<file path="src/rtl/calc_sequencer.sv">
// calc_sequencer: single-clock controller between the keypad encoder and the
// calculator ALU. Collects operand A, an operator and operand B from one-cycle
// key events, launches one ALU operation with a start/done handshake, then
// shows the BCD result or an error on four display nibbles.
module calc_sequencer #(
  parameter int MAX_DIGITS = 2,
  parameter int TIMEOUT    = 1023
) (
  input  logic        clk,
  input  logic        rst,
  input  logic        key_valid,
  input  logic [7:0]  key_code,
  output logic        alu_start,
  output logic [1:0]  alu_op,
  output logic [6:0]  opa,
  output logic [6:0]  opb,
  input  logic        alu_done,
  input  logic        alu_err,
  input  logic [15:0] res_bcd,
  output logic [15:0] disp_digits,
  output logic        busy,
  output logic        err
);

  // Timeout counter only needs to hold 0..TIMEOUT-1; EXEC is left on the last value.
  localparam int              TW    = (TIMEOUT < 2) ? 1 : $clog2(TIMEOUT);
  localparam logic [TW-1:0]   TLAST = TW'(TIMEOUT - 1);
  localparam logic [1:0]      MAXD  = 2'(MAX_DIGITS);

  localparam logic [15:0] DISP_BLANK = 16'hFFFF;
  localparam logic [15:0] DISP_ERR   = 16'hFFFE;

  typedef enum logic [2:0] {A_ENTRY, B_ENTRY, EXEC, SHOW, ERROR} state_t;

  state_t        state, state_n;
  logic [6:0]    opa_n, opb_n;
  logic [1:0]    op_n;
  logic [15:0]   disp_n;
  logic [1:0]    cnt, cnt_n;
  logic [TW-1:0] tmo, tmo_n;
  logic          start_n;

  logic          is_digit, is_op, is_eq, is_clr, can_digit;
  logic [1:0]    key_op;
  logic [3:0]    digit;
  logic [6:0]    acc_src, acc_val;
  logic [15:0]   acc_disp;

  // Classify the incoming key; anything unrecognised leaves every flag low.
  always_comb begin
    is_digit = key_valid && (key_code <= 8'd9);
    digit    = key_code[3:0];
    is_eq    = key_valid && (key_code == 8'h48);
    is_clr   = key_valid && (key_code == 8'h18);
    is_op    = 1'b0;
    key_op   = 2'b00;
    if (key_valid) begin
      case (key_code)
        8'h82:   begin is_op = 1'b1; key_op = 2'b00; end
        8'h84:   begin is_op = 1'b1; key_op = 2'b01; end
        8'h88:   begin is_op = 1'b1; key_op = 2'b10; end
        8'h28:   begin is_op = 1'b1; key_op = 2'b11; end
        default: begin is_op = 1'b0; key_op = 2'b00; end
      endcase
    end
  end

  // Decimal accumulation for the operand being entered; the previous value is a
  // single digit whenever a second digit is accepted, so it doubles as the tens nibble.
  always_comb begin
    acc_src   = (state == B_ENTRY) ? opb : opa;
    acc_val   = acc_src * 7'd10 + {3'b000, digit};
    acc_disp  = (cnt == 2'd0) ? {12'hFFF, digit} : {8'hFF, acc_src[3:0], digit};
    can_digit = is_digit && (cnt < MAXD);
  end

  // Next-state and next-register logic; clear overrides every state and alu_done.
  always_comb begin
    state_n = state;
    opa_n   = opa;
    opb_n   = opb;
    op_n    = alu_op;
    disp_n  = disp_digits;
    cnt_n   = cnt;
    tmo_n   = tmo;
    start_n = 1'b0;
    if (is_clr) begin
      state_n = A_ENTRY;
      opa_n   = 7'd0;
      opb_n   = 7'd0;
      op_n    = 2'b00;
      disp_n  = DISP_BLANK;
      cnt_n   = 2'd0;
      tmo_n   = '0;
    end else begin
      case (state)
        A_ENTRY: begin
          if (can_digit) begin
            opa_n  = acc_val;
            cnt_n  = cnt + 2'd1;
            disp_n = acc_disp;
          end else if (is_op && (cnt != 2'd0)) begin
            op_n    = key_op;
            state_n = B_ENTRY;
            cnt_n   = 2'd0;
            disp_n  = DISP_BLANK;
          end
        end
        B_ENTRY: begin
          if (can_digit) begin
            opb_n  = acc_val;
            cnt_n  = cnt + 2'd1;
            disp_n = acc_disp;
          end else if (is_op) begin
            op_n = key_op;
          end else if (is_eq && (cnt != 2'd0)) begin
            state_n = EXEC;
            tmo_n   = '0;
            start_n = 1'b1;
          end
        end
        EXEC: begin
          tmo_n = tmo + TW'(1);
          if (alu_done) begin
            if (alu_err) begin
              state_n = ERROR;
              disp_n  = DISP_ERR;
            end else begin
              state_n = SHOW;
              disp_n  = res_bcd;
            end
          end else if (tmo == TLAST) begin
            state_n = ERROR;
            disp_n  = DISP_ERR;
          end
        end
        SHOW, ERROR: begin
          if (is_digit) begin
            state_n = A_ENTRY;
            opa_n   = {3'b000, digit};
            opb_n   = 7'd0;
            cnt_n   = 2'd1;
            disp_n  = {12'hFFF, digit};
          end
        end
        default: state_n = A_ENTRY;
      endcase
    end
  end

  // State and datapath registers with asynchronous reset to the idle entry state.
  always_ff @(posedge clk or posedge rst) begin
    if (rst) begin
      state       <= A_ENTRY;
      opa         <= 7'd0;
      opb         <= 7'd0;
      alu_op      <= 2'b00;
      disp_digits <= DISP_BLANK;
      cnt         <= 2'd0;
      tmo         <= '0;
      alu_start   <= 1'b0;
    end else begin
      state       <= state_n;
      opa         <= opa_n;
      opb         <= opb_n;
      alu_op      <= op_n;
      disp_digits <= disp_n;
      cnt         <= cnt_n;
      tmo         <= tmo_n;
      alu_start   <= start_n;
    end
  end

  assign busy = (state == EXEC);
  assign err  = (state == ERROR);

endmodule

</file>
<file path="config.mk">
export PLATFORM = sky130hd
export DESIGN_NAME = calc_sequencer
export DESIGN_NICKNAME = d
export VERILOG_FILES = /design/src/rtl/calc_sequencer.sv
export SDC_FILE = /design/constraint.sdc
export NUM_CORES = 1
export LEC_CHECK = 0
export ABC_CLOCK_PERIOD_IN_PS = 4840
export CORE_MARGIN = 2
export CORE_UTILIZATION = 52
export DETAILED_ROUTE_END_ITERATION = 8
export GPL_TIMING_DRIVEN = 0
export PLACE_DENSITY = 0.81
export SLEW_MARGIN = 15
export SYNTH_ARGS = -nofsm -noshare
export SYNTH_HDL_FRONTEND = slang
export SYNTH_SLANG_ARGS = --single-unit
</file>
<file path="constraint.sdc">
create_clock -name clk -period 4.84 [get_ports clk]
set_input_delay 1.452 -clock clk [delete_from_list [all_inputs] [get_ports clk]]
set_output_delay 1.452 -clock clk [all_outputs]
set_load 0.01 [all_outputs]
</file>
==> run_results.csv <==
group,metric,value,unit
clock_network,clk_pin_slew,0.10,ns
global_routing,grt_busiest_layer,"met2",
clock_network,cts_setup_buffers,0,
logic_synthesis,synthCells,333,
layout,instances_no_fill,479,
worst_hold_path,hold_depth,2,
power,netSwitchingPower,0.0006808,W
layout,stdcell_area,3980,um^2
layout,drive_gt1_share,13.61,%
drt,dr.pass1.iters,4,
critical_path,end_kind,"flop",
floorplan,rows,28,
logic_synthesis,synth.cell_area,3156,um^2
floorplan,io_pins,64,
critical_path,cp.required,5.04,ns
power,seqPwrFrac,31.8,%
timing,setup_viol,0,
global_routing,grt_pass1_wl,13.13,mm
drt,route.vias.total,2934,
timing,setup_ws,0.8613,ns
placed_design,gp_congestion,0.8830,
timing,period_needed,3.979,ns
power,p_per_area,442.4,nW/um^2
clock_network,hold_buffers,0,
floorplan,fp.dieArea,6708,um^2
critical_path,critPathKind,"in2reg",
clock_network,clkLatencyLatePin,0.31,ns
floorplan,fp.dieH,81.90,um
logic_synthesis,synth-edff-count,0,
drt,wire_per_inst,17.16,um
global_routing,track_usage,25.48,%
floorplan,start_util,53.61,%
logic_synthesis,syn_area_per_cell,9.476,um^2
power,total_power,0.001761,W
timing,relSlewSlack,34.74,%
layout,seq_area,1221,um^2
critical_path,cp_max_fo,10,
clock_network,cts_sinks,48,
timing,tightest_slew,0.9715,ns
clock_network,clock_path_buffers,2,
clock_network,cts_buffers,5,
critical_path,reg2regPathDepth,11,
logic_synthesis,synth-seq-cells,48,
layout,mostFrequentLayoutCell,"clkdlybuf4s50_1",
timing,hold_viol,0,
critical_path,start_kind,"input port",
clock_network,post_cts_resized,0,
drt,totalWireLength,8.220,mm
floorplan,core-area,5886,um^2
placed_design,io_buffers,62,
clock_network,htreeDepth,2,
power,ir_drop,0.2320,mV
drt,viasPerCell,6.125,
power,p_clk_share,14.1,%
timing,rsz0062_at_grt,"no",
critical_path,arrival,4.17,ns
drt,ant_nets,0,
layout,mostFrequentLayoutCells,"62 x clkdlybuf4s50_1, 32 x dfrtp_1, 24 x o21ai_0",
layout,area_growth,26.13,%
layout,finalNetCount,444,
drt,dr.first_iter.drc_count,201,
layout,insertedDiodeCount,0,
drt,drc,0,
floorplan,die_w,81.90,um
logic_synthesis,syn-num-nets,374,
timing,fmax,251.3,MHz
power,combPwrFrac,54.2,%
logic_synthesis,synthFlopType,"dfrtp_1",
global_routing,use_met3,5.495,%
outcome,status,"finished, final reports clean",
timing,fin_crit_sh,82.20,%
layout,multiInputGateArea,1773,um^2
clock_network,cts_root_buffer,"clkbuf_8",
timing,finalClockSkew,0.01131,ns
clock_network,cts_tree,"done",
global_routing,met2_usage,40.57,%
layout,nFillCells,498,
placed_design,dp_slack,0.5889,ns
logic_synthesis,yosysWarnings,0,
power,switching_share,38.67,%
worst_hold_path,hold_class,"reg2reg",
global_routing,grt_pass1_vias,2720,
flow_run,drv_cap,0,
power,p_leak,1.654,nW
global_routing,grt_use_met1,34.93,%
power,p_int,0.001080,W
logic_synthesis,synthDistinctLibCells,65,
global_routing,antenna_found_initial,0,
placed_design,place_area,3890,um^2
logic_synthesis,seq_area_frac_synth,38.70,%
timing,final_max_slew_viol_count,0,
global_routing,grt_max_degree,28,
timing,fin_tns_setup,0,ns
placed_design,dp_hpwl,6.276,mm
placed_design,dp.cells,471,
logic_synthesis,async_reset_ff_share,100.0,%
global_routing,grt-ovfl-total,0,
[metal layers]
metal,up-vias,part of all wire (%)
met4,0,1.5
met3,10,7.5
met5,-,0
li1,1386,-
met2,114,46
met1,1424,45
[registers in the layout, indices dropped and copies added (netlist names)]
name and cells:
disp_digits 16, tmo 10, opa 7, opb 7, state 3, alu_op 2, cnt 2, alu_start 1
[power groups by stage]
stage | Sequential, W | Combinational, W | Clock [W]
final | 0.000559 | 0.000954 | 0.000248
after global routing | 0.000572 | 0.00105 | 0.000269
after CTS | 0.000560 | 0.000950 | 0.000252
after detailed placement | 0.000568 | 0.000943 | 0
after global placement | 0.000563 | 0.000919 | 0
after floorplan | 0.000589 | 0.000601 | 0
[synthesized netlist by cell type, types with 4 or more instances]
cell type	number	area share, %
dfstp_2	16	13
o21ai_0	24	3.8
nor2_1	23	2.7
o41ai_1	6	1.7
nand2_1	22	2.6
inv_1	16	1.9
nor2b_1	6	1.2
xor2_1	5	1.4
and3_1	8	1.6
mux2_2	10	3.6
clkbuf_1	8	0.95
nor3b_1	5	1.2
o211ai_1	5	1.2
o22a_1	7	1.9
ha_1	10	4.0
mux2i_1	6	1.9
or3_1	6	1.2
nand3_1	19	3.0
dfrtp_1	32	25
a211o_1	4	1.1
nand4_1	7	1.4
nor3_1	5	0.79
o31ai_1	4	0.95
nand2b_1	4	0.79
a21oi_1	8	1.3
[final timing paths]
check | to | slack (ns) | from
setup / recovery | state[1] | 0.86 | key_code[0]
hold / removal | disp_digits[1] | 0.48 | disp_digits[1]
setup reg to reg | opb[6] | 1.03 | state[2]
hold reg to reg | disp_digits[1] | 0.48 | disp_digits[1]
max in group asynchronous | disp_digits[0] | 2.78 | rst
min in group asynchronous | alu_op[1] | 1.48 | rst
[per-stage QoR]
stage	hold WS [ns]	utilization, %
4_1_cts	0.4793	67.62
3_3_place_gp	0.4537	65.75
5_1_grt	0.5212	67.62
6_report	0.4763	67.62
3_5_place_dp	0.4646	66.09
2_1_floorplan	0.4606	-
[layout make-up]
type / count / share of cell area, %
Inverter: 17 / 1.603
Buffer: 16 / 2.452
Clock inverter: 3 / 0.5344
Clock buffer: 5 / 1.729
Timing Repair Buffer: 63 / 16.10
Tap cell: 75 / 2.358
Sequential cell: 48 / 30.68
Multi-Input combinational cell: 252 / 44.55
[critical path: stages]
cell,delay [ns]
clkdlybuf4s50_1,0.60
or4b_4,0.62
buf_6,0.15
nor3_1,0.57
buf_2,0.38
nor2_1,0.12
a211o_1,0.28
[cells by family (layout without fill, tap and decap cells)]
kind of cell | Yosys count | after routing | synth area share [%]
simple gates | 124 | 124 | 21.61
compound gates | 89 | 89 | 20.22
flops | 48 | 48 | 38.70
buf+inv | 33 | 104 | 5.115
mux | 18 | 18 | 6.186
fa+ha+maj | 12 | 12 | 5.234
xor+xnor | 9 | 9 | 2.934
No activity file was read; power rests on OpenSTA's default activity.
